[config.mk]
export PLATFORM = sky130hd
export DESIGN_NAME = hazard_ctrl
export DESIGN_NICKNAME = d
export VERILOG_FILES = /design/src/rtl/pipeline_pkg.sv /design/src/rtl/hazard_detect.sv /design/src/rtl/hazard_ctrl.sv
export SDC_FILE = /design/constraint.sdc
export NUM_CORES = 1
export LEC_CHECK = 0
export CORE_UTILIZATION = 25
export CTS_CLUSTER_SIZE = 30
export DETAILED_ROUTE_END_ITERATION = 16
export GPL_TIMING_DRIVEN = 1
export SETUP_SLACK_MARGIN = 0.3
export SYNTH_ARGS = -nofsm -noshare
export SYNTH_HDL_FRONTEND = slang
export SYNTH_SLANG_ARGS = --single-unit
[constraint.sdc]
create_clock -name clk -period 1.99 [get_ports clk]
set_clock_uncertainty 0.2 [all_clocks]
set_input_delay 0.398 -clock clk [delete_from_list [all_inputs] [get_ports clk]]
set_output_delay 0.398 -clock clk [all_outputs]
set_load 0.1 [all_outputs]
[src/rtl/pipeline_pkg.sv]
// Shared pipeline definitions for the 5-stage core's hazard logic.
//   hz_state_e : hazard FSM state encoding (RUN / MC_BUSY)
//   hz_ctrl_t  : bundle of pipeline control strobes driven by hazard_ctrl
//   REG_ZERO   : architectural $zero, never a real dependency
//   MC_CYCLES_DEF / CNT_W_DEF : default parameter values
package pipeline_pkg;

  typedef enum logic {
    RUN     = 1'b0,
    MC_BUSY = 1'b1
  } hz_state_e;

  typedef struct packed {
    logic pc_write;
    logic ifid_stall;
    logic ifid_flush;
    logic idex_flush;
    logic mc_busy;
  } hz_ctrl_t;

  localparam logic [4:0] REG_ZERO      = 5'd0;
  localparam int         MC_CYCLES_DEF = 4;
  localparam int         CNT_W_DEF     = 16;

endpackage

[src/rtl/hazard_detect.sv]
// Combinational load-use detector. Flags when the instruction in ID reads a
// register that the load currently in EX will write. Kept separate so the
// forwarding unit can reuse the same compare.
//   id_rs/id_rt         : source fields of the ID instruction
//   id_uses_rs/_rt      : ID instruction actually reads that field
//   ex_memread, ex_rt   : EX holds a load targeting ex_rt
//   load_use            : one-cycle stall required
module hazard_detect
  import pipeline_pkg::*;
(
  input  logic [4:0] id_rs,
  input  logic [4:0] id_rt,
  input  logic       id_uses_rs,
  input  logic       id_uses_rt,
  input  logic       ex_memread,
  input  logic [4:0] ex_rt,
  output logic       load_use
);

  logic rs_hit, rt_hit;

  assign rs_hit   = id_uses_rs && (id_rs == ex_rt);
  assign rt_hit   = id_uses_rt && (id_rt == ex_rt);
  // Writes to $zero are discarded, so they never create a dependency.
  assign load_use = ex_memread && (ex_rt != REG_ZERO) && (rs_hit || rt_hit);

endmodule

[src/rtl/hazard_ctrl.sv]
// Pipeline hazard controller sitting beside ID. Resolves load-use stalls,
// taken branch/jump flushes and multi-cycle (mult/div) EX occupancy, and
// counts cycles in which the PC was held.
//   clk, rst_n          : clock, synchronous active-low reset
//   id_*                : ID-stage instruction info
//   ex_memread, ex_rt   : load in EX
//   pc_write            : PC register enable
//   ifid_stall/_flush   : hold / zero IF/ID
//   idex_flush          : bubble into ID/EX
//   mc_busy             : multi-cycle op occupying EX
//   stall_cnt           : saturating count of pc_write=0 cycles
module hazard_ctrl
  import pipeline_pkg::*;
#(
  parameter int MC_CYCLES = MC_CYCLES_DEF,  // 1..15
  parameter int CNT_W     = CNT_W_DEF
) (
  input  logic             clk,
  input  logic             rst_n,
  input  logic [4:0]       id_rs,
  input  logic [4:0]       id_rt,
  input  logic             id_uses_rs,
  input  logic             id_uses_rt,
  input  logic             id_mc_start,
  input  logic             id_branch_taken,
  input  logic             ex_memread,
  input  logic [4:0]       ex_rt,
  output logic             pc_write,
  output logic             ifid_stall,
  output logic             ifid_flush,
  output logic             idex_flush,
  output logic             mc_busy,
  output logic [CNT_W-1:0] stall_cnt
);

  // Entry value so that the busy phase spans MC_CYCLES cycles ending at 0.
  localparam logic [3:0] MC_LOAD = 4'(MC_CYCLES - 1);

  hz_state_e        state_q, state_d;
  logic [3:0]       mc_cnt_q, mc_cnt_d;
  logic [CNT_W-1:0] stall_cnt_q, stall_cnt_d;
  hz_ctrl_t         ctrl;
  logic             load_use;

  hazard_detect u_detect (
    .id_rs      (id_rs),
    .id_rt      (id_rt),
    .id_uses_rs (id_uses_rs),
    .id_uses_rt (id_uses_rt),
    .ex_memread (ex_memread),
    .ex_rt      (ex_rt),
    .load_use   (load_use)
  );

  always_comb begin
    state_d         = state_q;
    mc_cnt_d        = mc_cnt_q;
    ctrl            = '0;
    ctrl.pc_write   = 1'b1;
    case (state_q)
      RUN: begin
        if (load_use) begin
          // Load-use outranks branch/mc: the instruction is replayed next
          // cycle and re-presents its branch/mc request then.
          ctrl.pc_write   = 1'b0;
          ctrl.ifid_stall = 1'b1;
          ctrl.idex_flush = 1'b1;
        end else if (id_branch_taken) begin
          ctrl.ifid_flush = 1'b1;
        end else if (id_mc_start) begin
          // The mc op itself issues this cycle; the hold starts next cycle.
          state_d  = MC_BUSY;
          mc_cnt_d = MC_LOAD;
        end
      end
      MC_BUSY: begin
        ctrl.pc_write   = 1'b0;
        ctrl.ifid_stall = 1'b1;
        ctrl.idex_flush = 1'b1;
        ctrl.mc_busy    = 1'b1;
        if (mc_cnt_q == 4'd0) state_d  = RUN;
        else                  mc_cnt_d = mc_cnt_q - 4'd1;
      end
      default: state_d = RUN;
    endcase
    // Reset overrides everything: keep the front end flushed and PC frozen.
    if (!rst_n) begin
      ctrl            = '0;
      ctrl.ifid_flush = 1'b1;
      ctrl.idex_flush = 1'b1;
    end
  end

  always_comb begin
    stall_cnt_d = stall_cnt_q;
    if (!ctrl.pc_write && (stall_cnt_q != {CNT_W{1'b1}}))
      stall_cnt_d = stall_cnt_q + CNT_W'(1);
  end

  always_ff @(posedge clk) begin
    if (!rst_n) begin
      state_q     <= RUN;
      mc_cnt_q    <= 4'd0;
      stall_cnt_q <= '0;
    end else begin
      state_q     <= state_d;
      mc_cnt_q    <= mc_cnt_d;
      stall_cnt_q <= stall_cnt_d;
    end
  end

  assign pc_write   = ctrl.pc_write;
  assign ifid_stall = ctrl.ifid_stall;
  assign ifid_flush = ctrl.ifid_flush;
  assign idex_flush = ctrl.idex_flush;
  assign mc_busy    = ctrl.mc_busy;
  assign stall_cnt  = stall_cnt_q;

endmodule
# Word level (Yosys, flattened, before mapping)
# Cells that the tools add are included.
# Widths: inputs -> output; s select.
# word_totals
register_bits,21
# op_classes
n_addsub,2
n_eq_ne,7
muxes,19
bitwise,1
n_reduce_logical,10
# ops
op,count
$add 16x1->16 const B,1
$mux 4,4
$ne 16x16->1 const B,1
$eq 5x5->1,2
$mux 1,9
$ne 2x2->1 const B,4
$pmux 4 s2,1
$logic_and 1x1->1,5
$mux 5,1
$reduce_bool 5->1,1
$logic_not 4->1,1
$pmux 1 s2,2
$pmux 2 s2,1
$reduce_and 4->1,1
$sub 4x1->4 const B,1
$mux 2,1
$logic_not 1->1,1
$logic_or 1x1->1,1
$not 1->1,1

# Longest topological paths before layout
# depth
ltp_word,9
ltp_mapped,7
ltp_nobuf,7

# By module
# A second synthesis with hierarchy kept.
# unflattened
cells_unflattened,135
area_unflattened_um2,1172.4
# modules_own_cells
mod,n_inst,cells_each,area_each_um2
hazard_ctrl,1,118,1038.5
hazard_detect,1,17,133.9

# Worst setup path after synthesis
# Ideal clock, no wire load.
# synth_path
kind,input -> output
from,in ex_rt[1]
to,out ifid_flush
t_arrival_ns,3.548
path_slack_ns,-2.156
stages,5
path_buffers,1
path_cell_list,or4_1 -> o21ai_1 -> buf_4 -> nor2_1 -> o31ai_1
# synth_via
elab_chain_cells,7
elab_cells_between_ends,11
# synth_lines
item,line_no,rtl
from (decl),hazard_ctrl.sv:27,"input logic [4:0] ex_rt,"
"$eq 5x5->1, on equally long branches","hazard_detect.sv:22, hazard_detect.sv:23",
"$logic_and 1x1->1, on equally long branches","hazard_detect.sv:22, hazard_detect.sv:23",
$logic_or 1x1->1,hazard_detect.sv:25,assign load_use = ex_memread && (ex_rt != REG_ZERO) && (rs_hit || rt_hit);
$logic_and 1x1->1 *,hazard_detect.sv:25,
$mux 1 *,hazard_ctrl.sv:62,if (load_use) begin
$mux 1 *,hazard_ctrl.sv:60,case (state_q)
$mux 5 *,hazard_ctrl.sv:87,if (!rst_n) begin
to (decl),hazard_ctrl.sv:30,"output logic ifid_flush,"
# Every way passes the cells marked *; elsewhere a longest branch is shown, timed or not.

# Final worst setup path
# layout_path
from,in ex_rt[2]
to,out ifid_flush
# The elaborated chain is that of the path after synthesis.

==> qor.json <==
{
  "status": "finished, violations left",
  "violations": "negative setup slack",
  "post_synth_inst_count": 201,
  "h-tree-depth": 1,
  "timing.reg2reg.setup_slack_ps": -90,
  "yosys.area_share.adder_pct": 1.567,
  "cts_max_path_buffers": 2,
  "yosys-top-cells-area": "sky130_fd_sc_hd__dfxtp_1 26%, sky130_fd_sc_hd__mux2i_1 8.2%, sky130_fd_sc_hd__nand4_1 5.9%",
  "crit_required_ps": 1390,
  "yosys.area_share.simple_pct": 35.89,
  "finalCoreUtilization_pct": 50.17,
  "cts.sinks": 21,
  "timing.critical_path.to_type": "output port",
  "cp.arrival_ps": 1830,
  "power.leakage_nw": 1.058,
  "timing.setup.critical_path_class": "input pin to output port",
  "grt_use_total_pct": 15.41,
  "power.share.switching_pct": 36.70,
  "comb_power_share_pct": 38.0,
  "pwr_density_cell_nw_per_um2": 395.6,
  "grt_start_max_net_pins": 25,
  "place_congestion": 0.7918,
  "ir_worst_vdd_uv": 230.8,
  "portion_of_netlist_area_occupied_by_mux_cells_pct": 8.856,
  "initial_core_util_pct": 26.50,
  "cts-hold-fix-buffers": 0,
  "cell_internal_pwr_mw": 0.7571,
  "synth_net_count": 225,
  "regArea_um2": 484.2,
  "drc_errors": 0,
  "combinational_family_with_the_most_area_after_synthesis": "simple AND/OR/NAND/NOR gates",
  "worst_slack_ps": -434.5,
  "via_count_of_the_first_global_routing_pass": 1699,
  "dieHeight_um": 81.92,
  "drtPass1Iterations": 4,
  "synth_compound_area_share_pct": 15.60,
  "drtIter0Drc": 81,
  "die_x_um": 81.92,
  "drive_gt1_share_pct": 48.50,
  "num_vias": 1789,
  "cpMostUsedCell": "sky130_fd_sc_hd__buf_6",
  "fp.coreArea_um2": 6026,
  "cts-root-buf": "sky130_fd_sc_hd__clkbuf_8",
  "maximum_clock_frequency_mhz": 412.4,
  "path_cells": "buf_6, or4_4, o21ai_4, nor2_4, buf_6, o31ai_4, buf_12",
  "timing.final.max_slew_violations": 0,
  "portbufs": 42,
  "routed_via_density": 5.246,
  "nets": 291,
  "max_stage_delay_ps": 550,
  "drt-wirelength-per-cell_um": 15.00,
  "layout_min_cycle_time_ps": 2425,
  "synth_enable_flop_cells": 0,
  "antenna-diode-count": 0,
  "synthDominantCellAreaShare_pct": 26.33,
  "worst_slew_margin_rel_pct": 62.69,
  "ant_nets": 0,
  "grt_antenna_before_repair": 0,
  "fillCellCount": 542,
  "fp.dieArea_um2": 6710,
  "unrepaired_setup_endpoints_after_global_routing": "true",
  "switchingPower_mw": 0.4389,
  "postSynthAreaPerCell_um2": 7.943,
  "multiInputGateArea_um2": 1399,
  "critical-path-top-delay-family": "simple AND/OR/NAND/NOR gates",
  "ioPinCount": 43,
  "synthDominantAreaCellType": "sky130_fd_sc_hd__dfxtp_1",
  "crit_path_max_fanout": 3,
  "netlist_top_cells_count": "22 x sky130_fd_sc_hd__nand2_1, 21 x sky130_fd_sc_hd__dfxtp_1, 15 x sky130_fd_sc_hd__nand4_1",
  "clock_insertion_delay_worst_skew_ps": 270,
  "areaGrowthSynthToFinish_pct": 89.34,
  "cts.clk_slew.worst_paths_ps": 80,
  "netlist_area_um2": 1597,
  "crit_path_start_kind": "input pin",
  "synth_cell_type_count": 52,
  "post_synthesis_share_of_cell_area_spent_on_xor_and_xnor_gates_pct": 5.486,
  "synth.yosys.seq_area_share_pct": 26.33,
  "seq_power_share_pct": 37.6,
  "timing.max_cap.violations": 0,
  "count_of_state_elements_after_synthesis": 21,
  "final.period_utilization_pct": 121.8,
  "most_numerous_cell_in_the_yosys_netlist": "sky130_fd_sc_hd__nand2_1",
  "overflow": 0,
  "crit_slowest_cell": "sky130_fd_sc_hd__or4_4",
  "number_of_warnings_printed_during_yosys_synthesis": 0,
  "postSynth.topFlopCell": "sky130_fd_sc_hd__dfxtp_1",
  "finalWirelength_um": 5114,
  "dp_hpwl_um": 3352,
  "hold_class": "register to register",
  "cts_tree": "built",
  "clkPwrFrac_pct": 24.4,
  "hold_viol": 0,
  "max_slew.worst_pin.slew_ps": 555.3,
  "setup_viol": 25,
  "tritoncts.num_buffers": 3,
  "async_flop_share_pct": 0,
  "critical_path.n_buffers_inverters": 3,
  "core.rowCount": 28,
  "grt_first_pass_wirelength_um": 8004,
  "finalHoldWorstSlack_ps": 313.5
}
[power groups by stage]
stage               combinational, mW  clock [mW]  sequential, mW
finish                          0.455       0.292           0.449
global route                    0.480       0.313           0.453
CTS                             0.418       0.300           0.448
detailed placement              0.389           0           0.457
global placement                0.385           0           0.458
floorplan                       0.194           0           0.502
[cells by family (layout without fill, tap and decap cells)]
logic type,count (synthesis),in the layout
mux,14,14
fa+ha+maj,2,2
compound gates,33,33
simple gates,100,100
xor+xnor,10,10
buf+inv,21,86
flops,21,21
[per-layer routing]
metal	routed length, um	GRT usage, %	vias to the layer above
met4	64	4.035	0
met3	167	2.000	8
li1	-	-	881
met2	2656	26.86	33
met5	0	0	-
met1	2226	19.74	867
[per-stage QoR]
stage	area [um^2]	total power, mW	std cells	worst slack (ps)	TNS, ps
after floorplan	1813	0.6953	201	-758.2	-2975
after global placement	2557	0.8430	321	-891.7	-15750
after global routing	3023	1.247	341	-482.8	-5660
after CTS	2816	1.166	331	-445.1	-2732
final	3023	1.196	341	-434.5	-3705
after detailed placement	2557	0.8470	321	-905.2	-16220
[cells in the final DEF (no fill, tap or decap), drive strengths merged, types with 2 or more instances in the layout]
| master | instances |
|---|---|
| nand2b | 14 |
| and3 | 3 |
| a21oi | 2 |
| o21ai | 10 |
| mux2i | 13 |
| and2 | 4 |
| nand4b | 2 |
| clkdlybuf4s15 | 2 |
| o2111ai | 2 |
| dlygate4sd2 | 7 |
| o311ai | 2 |
| nor2 | 5 |
| o31ai | 3 |
| nor4 | 2 |
| o32ai | 2 |
| inv | 6 |
| ha | 2 |
| o21a | 2 |
| nand3 | 11 |
| nand2 | 23 |
| xnor2 | 2 |
| clkbuf | 5 |
| nand4 | 16 |
| or3 | 4 |
| or4 | 9 |
| xor2 | 8 |
| clkdlybuf4s50 | 4 |
| buf | 61 |
| nor3 | 4 |
| dfxtp | 21 |
| or2 | 2 |
[registers in the layout (all words and copies together) (netlist names)]
signal / count
state_q: 1
mc_cnt_q: 4
stall_cnt: 16
[cell type report]
class	count	share of cell area (%)
multi-input combinational	159	46.27
clock inverter	1	0.1656
clock buffer	3	1.366
inverter	6	0.8278
sequential	21	16.02
timing repair buffer	76	32.24
tap	75	3.104
[tightest hold or removal path, delay by kind of cell (launching register included)]
| kind | cells | cell delay [ps] |
|---|---|---|
| flip-flops | 1 | 370 |
| AND/OR/NAND/NOR | 1 | 50 |
| multiplexers | 1 | 50 |
[timing repair]
action | in CTS | in global routing
hold endpoints to repair | 0 | 0
buffers inserted | 4 | 9
endpoints found under the setup margin | 26 | 26
gates resized for setup | 73 | 27
cloned | 2 | 1
pin swaps | 24 | 19
[final timing paths]
kind | from | to | cells after the start
min reg2reg | stall_cnt[11]$_SDFFE_PN0P_ | stall_cnt[11]$_SDFFE_PN0P_ | 2
max reg2reg | mc_cnt_q[0]$_SDFFE_PN0P_ | mc_cnt_q[1]$_SDFFE_PN0P_ | 7
max | ex_rt[2] | ifid_flush | 7
min | stall_cnt[11]$_SDFFE_PN0P_ | stall_cnt[11]$_SDFFE_PN0P_ | 2
Power figures use the tool's default switching activity.
